--- config.mk ---
export PLATFORM = sky130hd
export DESIGN_NAME = xbar_slave_arbiter
export DESIGN_NICKNAME = d
export VERILOG_FILES = /design/src/rtl/xbar_slave_arbiter.sv
export SDC_FILE = /design/constraint.sdc
export NUM_CORES = 1
export LEC_CHECK = 0
export CAP_MARGIN = 40
export CORE_AREA = 2 2 39 41
export DETAILED_ROUTE_END_ITERATION = 7
export DIE_AREA = 0 0 41 43
export DONT_BUFFER_PORTS = 1
export HOLD_SLACK_MARGIN = 0.03
export PLACE_DENSITY = 0.64
export SYNTH_ARGS = -nofsm -noshare
export SYNTH_HDL_FRONTEND = slang
export SYNTH_SLANG_ARGS = --single-unit
export TNS_END_PERCENT = 50
--- constraint.sdc ---
create_clock -name clk -period 1.8 [get_ports clk]
set_input_delay 0.09 -clock clk [delete_from_list [all_inputs] [get_ports clk]]
set_output_delay 0.09 -clock clk [all_outputs]
set_load 0.02 [all_outputs]
--- src/rtl/xbar_slave_arbiter.sv ---
// -----------------------------------------------------------------------------
// xbar_slave_arbiter
//
// Purpose
//   Round-robin arbiter that sits in front of one crossbar slave port. It
//   collects master requests already decoded to this slave and grants exactly
//   one master at a time. The grant is held until the granted master's
//   transaction is acknowledged by the slave, or until that master drops its
//   request. grant[i] drives connect_approved_from_crossbar of master i.
//
//   Every release is followed by one IDLE cycle with no grant. Grants are
//   therefore spaced at least two cycles apart, even when requests are held
//   continuously. The scan for the next winner starts one past the previous
//   winner, so a master that keeps req high after its ack competes again with
//   the lowest priority.
//
// Optional feature
//   ARB_TIMEOUT_EN (define to enable): a watchdog counts BUSY cycles that end
//   without a release. When the count reaches TIMEOUT_CYCLES the grant is
//   revoked at the next edge and timeout_err pulses high for one cycle. With
//   the macro undefined there is no counter, timeout_err is constant 0, and a
//   grant is held indefinitely.
//
// Parameters
//   N_MASTERS       number of requesting masters (>= 2)
//   TIMEOUT_CYCLES  watchdog limit in cycles (ARB_TIMEOUT_EN only)
//
// Ports
//   clk          in   clock, all state changes on the rising edge
//   rst_n        in   asynchronous reset, active low
//   req          in   per-master request, decoded to this slave
//   ack_slave    in   acknowledge returned by this slave
//   grant        out  one-hot connect approval per master (registered)
//   grant_valid  out  a grant is currently held (registered OR of grant)
//   grant_idx    out  index of the granted master, 0 when no grant is held
//   timeout_err  out  one-cycle pulse on a watchdog revoke
// -----------------------------------------------------------------------------
module xbar_slave_arbiter #(
  parameter int N_MASTERS      = 4,
  parameter int TIMEOUT_CYCLES = 255
) (
  input  logic                         clk,
  input  logic                         rst_n,
  input  logic [N_MASTERS-1:0]         req,
  input  logic                         ack_slave,
  output logic [N_MASTERS-1:0]         grant,
  output logic                         grant_valid,
  output logic [$clog2(N_MASTERS)-1:0] grant_idx,
  output logic                         timeout_err
);

  localparam int IDX_W = $clog2(N_MASTERS);

  // After reset the scan starts one past the last master, so master 0 wins first.
  localparam logic [IDX_W-1:0] LAST_RST = IDX_W'(N_MASTERS - 1);

  typedef enum logic {
    IDLE = 1'b0,
    BUSY = 1'b1
  } state_t;

  state_t           state;
  logic [IDX_W-1:0] last_winner;
  logic [IDX_W-1:0] pick_idx;
  logic             release_now;

  // Round-robin choice: first set request scanning last+1, last+2, ... with
  // wrap-around. The result is only used when at least one request is set.
  function automatic logic [IDX_W-1:0] rr_pick(
    input logic [N_MASTERS-1:0] r,
    input logic [IDX_W-1:0]     last
  );
    logic [IDX_W-1:0] pick;
    logic [IDX_W-1:0] cand_idx;
    logic             found;
    int               cand;
    pick  = '0;
    found = 1'b0;
    for (int k = 1; k <= N_MASTERS; k++) begin
      cand     = (int'(last) + k) % N_MASTERS;
      cand_idx = IDX_W'(cand);
      if (!found && r[cand_idx]) begin
        pick  = cand_idx;
        found = 1'b1;
      end
    end
    return pick;
  endfunction

  function automatic logic [N_MASTERS-1:0] to_onehot(input logic [IDX_W-1:0] idx);
    logic [N_MASTERS-1:0] oh;
    oh      = '0;
    oh[idx] = 1'b1;
    return oh;
  endfunction

  // Candidate selection, consumed only in IDLE
  always_comb begin
    pick_idx = rr_pick(req, last_winner);
  end

  // Release covers both a completed transaction (ack while still requesting)
  // and an abandoned one (granted master dropped req). An ack arriving in the
  // same cycle as the request drop is simply a release.
  assign release_now = ack_slave | ~req[grant_idx];

`ifdef ARB_TIMEOUT_EN
  localparam int               CNT_W     = $clog2(TIMEOUT_CYCLES + 1);
  localparam logic [CNT_W-1:0] CNT_LIMIT = CNT_W'(TIMEOUT_CYCLES);

  logic [CNT_W-1:0] busy_cnt;
`else
  assign timeout_err = 1'b0;
`endif

  // Arbitration FSM: all outputs registered here
  always_ff @(posedge clk or negedge rst_n) begin
    if (!rst_n) begin
      state       <= IDLE;
      grant       <= '0;
      grant_valid <= 1'b0;
      grant_idx   <= '0;
      last_winner <= LAST_RST;
`ifdef ARB_TIMEOUT_EN
      busy_cnt    <= '0;
      timeout_err <= 1'b0;
`endif
    end else begin
`ifdef ARB_TIMEOUT_EN
      timeout_err <= 1'b0;
`endif
      case (state)
        IDLE: begin
          // ack_slave is deliberately not looked at here.
          if (|req) begin
            grant       <= to_onehot(pick_idx);
            grant_valid <= 1'b1;
            grant_idx   <= pick_idx;
            state       <= BUSY;
`ifdef ARB_TIMEOUT_EN
            busy_cnt    <= '0;
`endif
          end
        end

        BUSY: begin
          // Requests from other masters are ignored while a grant is held.
          if (release_now) begin
            grant       <= '0;
            grant_valid <= 1'b0;
            grant_idx   <= '0;
            last_winner <= grant_idx;
            state       <= IDLE;
          end
`ifdef ARB_TIMEOUT_EN
          else if (busy_cnt == CNT_LIMIT) begin
            // Watchdog revoke: same bookkeeping as a normal release, so the
            // offending master drops to lowest priority and the bubble follows.
            grant       <= '0;
            grant_valid <= 1'b0;
            grant_idx   <= '0;
            last_winner <= grant_idx;
            state       <= IDLE;
            timeout_err <= 1'b1;
          end else begin
            busy_cnt    <= busy_cnt + 1'b1;
          end
`endif
        end

        default: begin
          state <= IDLE;
        end
      endcase
    end
  end

endmodule
==> impl_metrics.tcl, run 1 <==
set metrics [dict create \
    start_util_pct 39.3 \
    cts_root_buf "clkbuf_4" \
    die_w_microns 41 \
    rsz0062_at_grt "no" \
    postCtsResizedCells 0 \
    syn_inst 48 \
    drcViolationCount 0 \
    io_pins 15 \
    grt_start_max_net_pins 11 \
    p_int_mw 0.626 \
    drive_above_1_share_pct 28.8 \
    drv_slew 0 \
    layout_common_cells "8 x dfrtp_1, 6 x nand2_1, 3 x nor2b_1, 3 x clkbuf_4" \
    slew_headroom_pct 65.8 \
    place_congestion 0.631 \
    vias_per_cell 5.75 \
    p_sw_share_pct 39.1 \
    peakVddDrop_mv 0.503 \
    yosys_most_used_dff "dfrtp_1" \
    setup_viol 0 \
    ys_warn_count 0 \
    synth_area_sq_um 544 \
    core.rowCount 14 \
    comb_power_share_pct 36.6 \
    status "finished, final reports clean" \
    crit_path_end_kind "flip-flop" \
    grt_pass1_vias 424 \
    h-tree-depth 1 \
    ys_async_sr_fraction_pct 100 \
    p_leak_nw 0.268 \
    drt_iter0_markers 3 \
    mostFrequentLayoutCell "dfrtp_1" \
    clkPwrFrac_pct 15.0 \
    finClkSkew_ps 0.769 \
    fillers 135 \
    postSynthAreaPerCell_sq_um 11.3 \
    drt_wl_total_microns 1080 \
    netSwitchingPower_mw 0.403 \
    synth_cell_type_count 28 \
    die_area_sq_um 1760 \
    cts.clk_slew.worst_paths_ps 60 \
    finalHoldViolCount 0 \
    cts-buffers-inserted 3 \
    seq_power_share_pct 48.3 \
    grt_pass1_wl_microns 1760 \
    worst_pin_slew_ps 509 \
    hp-class "in2reg" \
    hold_ws_ps 59.1 \
    ant_nets 0 \
    cp_max_fo 3 \
    core_sq_um 1380 \
    cts_tree "yes" \
    grt_antenna_before_repair 0 \
    gr-usage-all-layers_pct 14.8 \
    clock_insertion_delay_worst_skew_ps 260 \
    required_ps 1990 \
    p_per_area_nw_per_um2 1720 \
    min_period_over_period_pct 85.2 \
    synth_nets 55 \
    clock.fmax_mhz 652 \
    detail_route.wl_per_cell_microns 15.9 \
    worstSetupPathType "reg2reg" \
    port_buffers 0 \
    ys_seq_elements 10 \
    nets 61 \
    cp-start-kind "flip-flop" \
    synth_enable_flop_cells 0 \
    maxCapViolCount 0 \
    vias 391 \
    min_period_ps 1530 \
    cts.sinks 10 \
    syn2layout_area_growth_pct 9.66 \
    finalSetupTns_ps 0 \
    yosysSeqAreaShare_pct 46.4 \
    antenna_cells 0 \
    cts_buffer_depth 2 \
    grt_overflow 0 \
    die_h_microns 43 \
    worst_ep_arrival_time_ps 1730 \
    first_pass_iters 4 \
]
[final timing paths]
check                      slack, ps                      from  depth (start not counted)                    endpoint
max                              270  grant_idx[1]$_DFFE_PN0P_                          4  last_winner[1]$_DFFE_PN1P_
min                               60                 ack_slave                          2             state$_DFF_PN0_
max reg2reg                      270  grant_idx[1]$_DFFE_PN0P_                          4  last_winner[1]$_DFFE_PN1P_
min reg2reg                      630      grant[2]$_DFFE_PN0P_                          2        grant[2]$_DFFE_PN0P_
max in group asynchronous       1240                     rst_n                          1  last_winner[0]$_DFFE_PN1P_
min in group asynchronous        210                     rst_n                          1        grant[2]$_DFFE_PN0P_
[repair_timing]
| item | in CTS | in global routing |
|---|---|---|
| endpoints found under the setup margin | 0 | 0 |
| buffers inserted | 0 | 0 |
| hold endpoints to repair | 10 | 0 |
| hold buffers | 1 | 0 |
[final cells by class]
cell class                 instances  area [sq um]  area share, %
inverter                           1          3.75          0.629
multi-input combinational         36           280           47.0
clock buffer                       3          22.5           3.77
timing repair buffer               2          17.5           2.94
sequential                        10           253           42.3
tap                               16          20.0           3.35
[state kept, by name, indices dropped and copies added (netlist names)]
name         count
last_winner      2
grant_valid      1
state            1
grant_idx        2
grant            4
[cell families after synthesis]
kind of cell,after synthesis,share of synthesized area (%)
AOI/OAI and AO/OA,13,18.4
DFF,10,46.4
other,1,0.689
and+or+nand+nor,18,20.9
muxes,4,11.5
buffers and inverters,2,2.07
[per-layer routing]
layer	track usage (%)	wire length (microns)
met3	3.14	45
met4	6.00	19
met2	23.4	546
met5	0	0
met1	18.5	473
[cell usage after synthesis (2+ instances only)]
library cell,instances,share of area [%]
nor2b_1,3,3.4
nand2b_1,2,2.3
dfrtp_1,8,37
a32o_1,2,3.7
mux2_4,2,5.5
o21ai_0,2,1.8
a21oi_1,2,1.8
dfstp_2,2,9.7
nand2_1,6,4.1
[through the flow]
stage / instance area (sq um) / total power, mW / setup WS [ps] / util [%] / std cells
2_1_floorplan: 544 / 0.789 / 132 / - / 48
3_3_place_gp: 564 / 0.871 / 284 / 40.8 / 64
3_5_place_dp: 564 / 0.877 / 262 / 40.8 / 64
4_1_cts: 597 / 1.03 / 250 / 43.1 / 68
5_1_grt: 597 / 1.10 / 181 / 43.1 / 68
6_report: 597 / 1.03 / 267 / 43.1 / 68
[power groups by stage]
stage          clock, mW  sequential [mW]  combinational [mW]
2_1_floorplan          0            0.495               0.294
3_3_place_gp           0            0.504               0.367
3_5_place_dp           0            0.503               0.374
4_1_cts            0.153            0.499               0.382
5_1_grt            0.171            0.512               0.421
6_report           0.155            0.497               0.377
[critical path: stages, from the launching register on]
cell and delay [ps]:
dfrtp_1 360, mux4_2 510, nor2b_4 140, nand2b_4 150, mux2_4 300
No activity file was read; power rests on OpenSTA's default activity.
==> run 2, diff against run 1 <==
--- a/config.mk
+++ b/config.mk
@@ -11,7 +11,7 @@
 export DIE_AREA = 0 0 41 43
 export DONT_BUFFER_PORTS = 1
 export HOLD_SLACK_MARGIN = 0.03
-export PLACE_DENSITY = 0.64
+export PLACE_DENSITY = 0.66
 export SYNTH_ARGS = -nofsm -noshare
 export SYNTH_HDL_FRONTEND = slang
 export SYNTH_SLANG_ARGS = --single-unit
==> constraint.sdc (replaced) <==
create_clock -name clk -period 1.4 [get_ports clk]
set_input_delay 0.07 -clock clk [delete_from_list [all_inputs] [get_ports clk]]
set_output_delay 0.07 -clock clk [all_outputs]
set_load 0.02 [all_outputs]
==> impl_metrics.tcl, run 2 (synthesis gave the netlist of run 1 again) <==
set metrics [dict create \
    ant_nets 0 \
    mostFrequentLayoutCell "dfrtp_1" \
    die_area_sq_um 1760 \
    finalNonFillerCells 72 \
    dp.cells 67 \
    syn2layout_area_growth_pct 15.9 \
    core_sq_um 1380 \
    drive_above_1_share_pct 35.7 \
    worstSetupPathType "reg2reg" \
    grt_start_max_net_pins 11 \
    required_ps 1580 \
    clock.fmax_mhz 652 \
    met1_usage_pct 19.4 \
    grt_pass1_wl_microns 1770 \
    drcViolationCount 0 \
    layout_common_cells "7 x dfrtp_1, 6 x nand2_1, 4 x buf_4" \
    fin_ws_ps -133 \
    critical-path-slowest-cell "mux4_2" \
    antenna_cells 0 \
    finalSetupTns_ps -544 \
    busiest_layer "met2" \
    die_w_microns 41 \
    min_period_ps 1530 \
    cp_top_family "multiplexers" \
    p_leak_nw 0.284 \
    worst_ep_arrival_time_ps 1720 \
    violations "negative setup slack" \
    slowest_delay_ps 510 \
    cts_tree "yes" \
    setup_viol 8 \
    port_buffers 0 \
    p_per_area_nw_per_um2 2210 \
    largest_reg_flops 4 \
    clock_insertion_delay_worst_skew_ps 260 \
    postCtsSetupBuffers 0 \
    path_buf_inv 0 \
    rsz0062_at_grt "yes" \
    cts-buffers-inserted 3 \
    maxCapViolCount 0 \
    first_pass_iters 4 \
    cts.sinks 10 \
    drt_wl_total_microns 1130 \
    nets 64 \
    io_pins 15 \
    min_period_over_period_pct 109 \
    drt_iter0_markers 11 \
    vias_per_cell 5.74 \
    hp-class "in2reg" \
    gr-usage-all-layers_pct 15.1 \
    core.rowCount 14 \
    status "finished, violations left" \
    start_util_pct 39.3 \
    grt_pass1_vias 401 \
    top_register "grant" \
    hp-start "ack_slave" \
    largestRegisters "grant: 4 flops, grant_idx: 2 flops, last_winner: 2 flops" \
    finClkSkew_ps 6.90 \
    cp_cell_sequence "mux4_2, nor2b_4, nand2b_4, mux2_4" \
    h-tree-depth 1 \
    gr-usage-met3_pct 2.09 \
    setup.worst_path.start "grant_idx[1]$_DFFE_PN0P_" \
    place_hpwl_microns 859 \
    vias 413 \
    cp-start-kind "flip-flop" \
    cp_max_fo 3 \
    grt_overflow 0 \
    die_h_microns 43 \
    grt_util_met2_pct 23.4 \
    cts_root_buf "clkbuf_4" \
    place_congestion 0.674 \
    peakVddDrop_mv 0.849 \
    cts_buffer_depth 2 \
    rr_startpoint "grant_idx[1]$_DFFE_PN0P_" \
    finalHoldViolCount 0 \
    grt_antenna_before_repair 0 \
    detail_route.wl_per_cell_microns 15.7 \
    cts.clk_slew.worst_paths_ps 60 \
    drv_slew 0 \
    crit_path_end_kind "flip-flop" \
]
[run 2: changes by cell type in the layout (fill, tap and decap cells not counted)]
| cell | previous run | this run |
|---|---|---|
| o221ai_1 | 1 | 0 |
| buf_4 | 1 | 4 |
| dfrtp_2 | 0 | 1 |
| o221ai_2 | 0 | 1 |
| dfrtp_1 | 8 | 7 |
| clkbuf_1 | 0 | 1 |
[run 2: repair_timing]
action                     CTS  global route
setup endpoints to repair    8             9
hold endpoints to repair    10             0
hold buffers                 1             0
resized for setup            1             0
[run 2: cell type report]
cell class,instances,area (sq um)
Timing Repair Buffer,5,40.0
Sequential cell,10,254
Multi-Input combinational cell,36,287
Clock buffer,4,26.3
Inverter,1,3.75
Fill cell,132,753
Tap cell,16,20.0
[run 2: where the power goes]
| group | leakage [nW] | switching (mW) | total (mW) | internal, mW |
|---|---|---|---|---|
| registers | 0.123 | 0.179 | 0.610 | 0.432 |
| logic | 0.146 | 0.260 | 0.583 | 0.323 |
| clock network | 0.0150 | 0.0932 | 0.203 | 0.110 |
| total | 0.284 | 0.532 | 1.40 | 0.865 |
[run 2: final timing paths]
kind	slack [ps]	depth (start not counted)	endpoint
min in group asynchronous	190	1	grant_idx[0]$_DFFE_PN0P_
max reg2reg	-130	4	last_winner[0]$_DFFE_PN1P_
max	-130	4	last_winner[0]$_DFFE_PN1P_
min	60	2	state$_DFF_PN0_
min reg2reg	620	2	grant[2]$_DFFE_PN0P_
max in group asynchronous	860	1	last_winner[0]$_DFFE_PN1P_
[run 2: metrics by stage]
stage	hold slack, ps	utilization [%]	power, mW	cell area, sq um	setup slack (ps)
2_1_floorplan	-226	-	1.02	546	-194
3_3_place_gp	-225	42.5	1.17	588	-105
3_5_place_dp	-225	42.5	1.18	588	-127
4_1_cts	59.3	45.6	1.41	631	-136
5_1_grt	66.3	45.6	1.49	631	-170
6_report	58.6	45.6	1.40	631	-133
[run 2: worst register-to-register path: cells and delay by family, from the launching register on]
kind	cells	cell delay (ps)
AND/OR/NAND/NOR	2	290
flip-flops	1	370
multiplexers	2	810
[run 2: routing by layer]
layer | share of wire (%) | wire, microns
met4 | 0 | 0
met2 | 50 | 567
met1 | 44 | 494
met5 | 0 | 0
met3 | 6.0 | 68
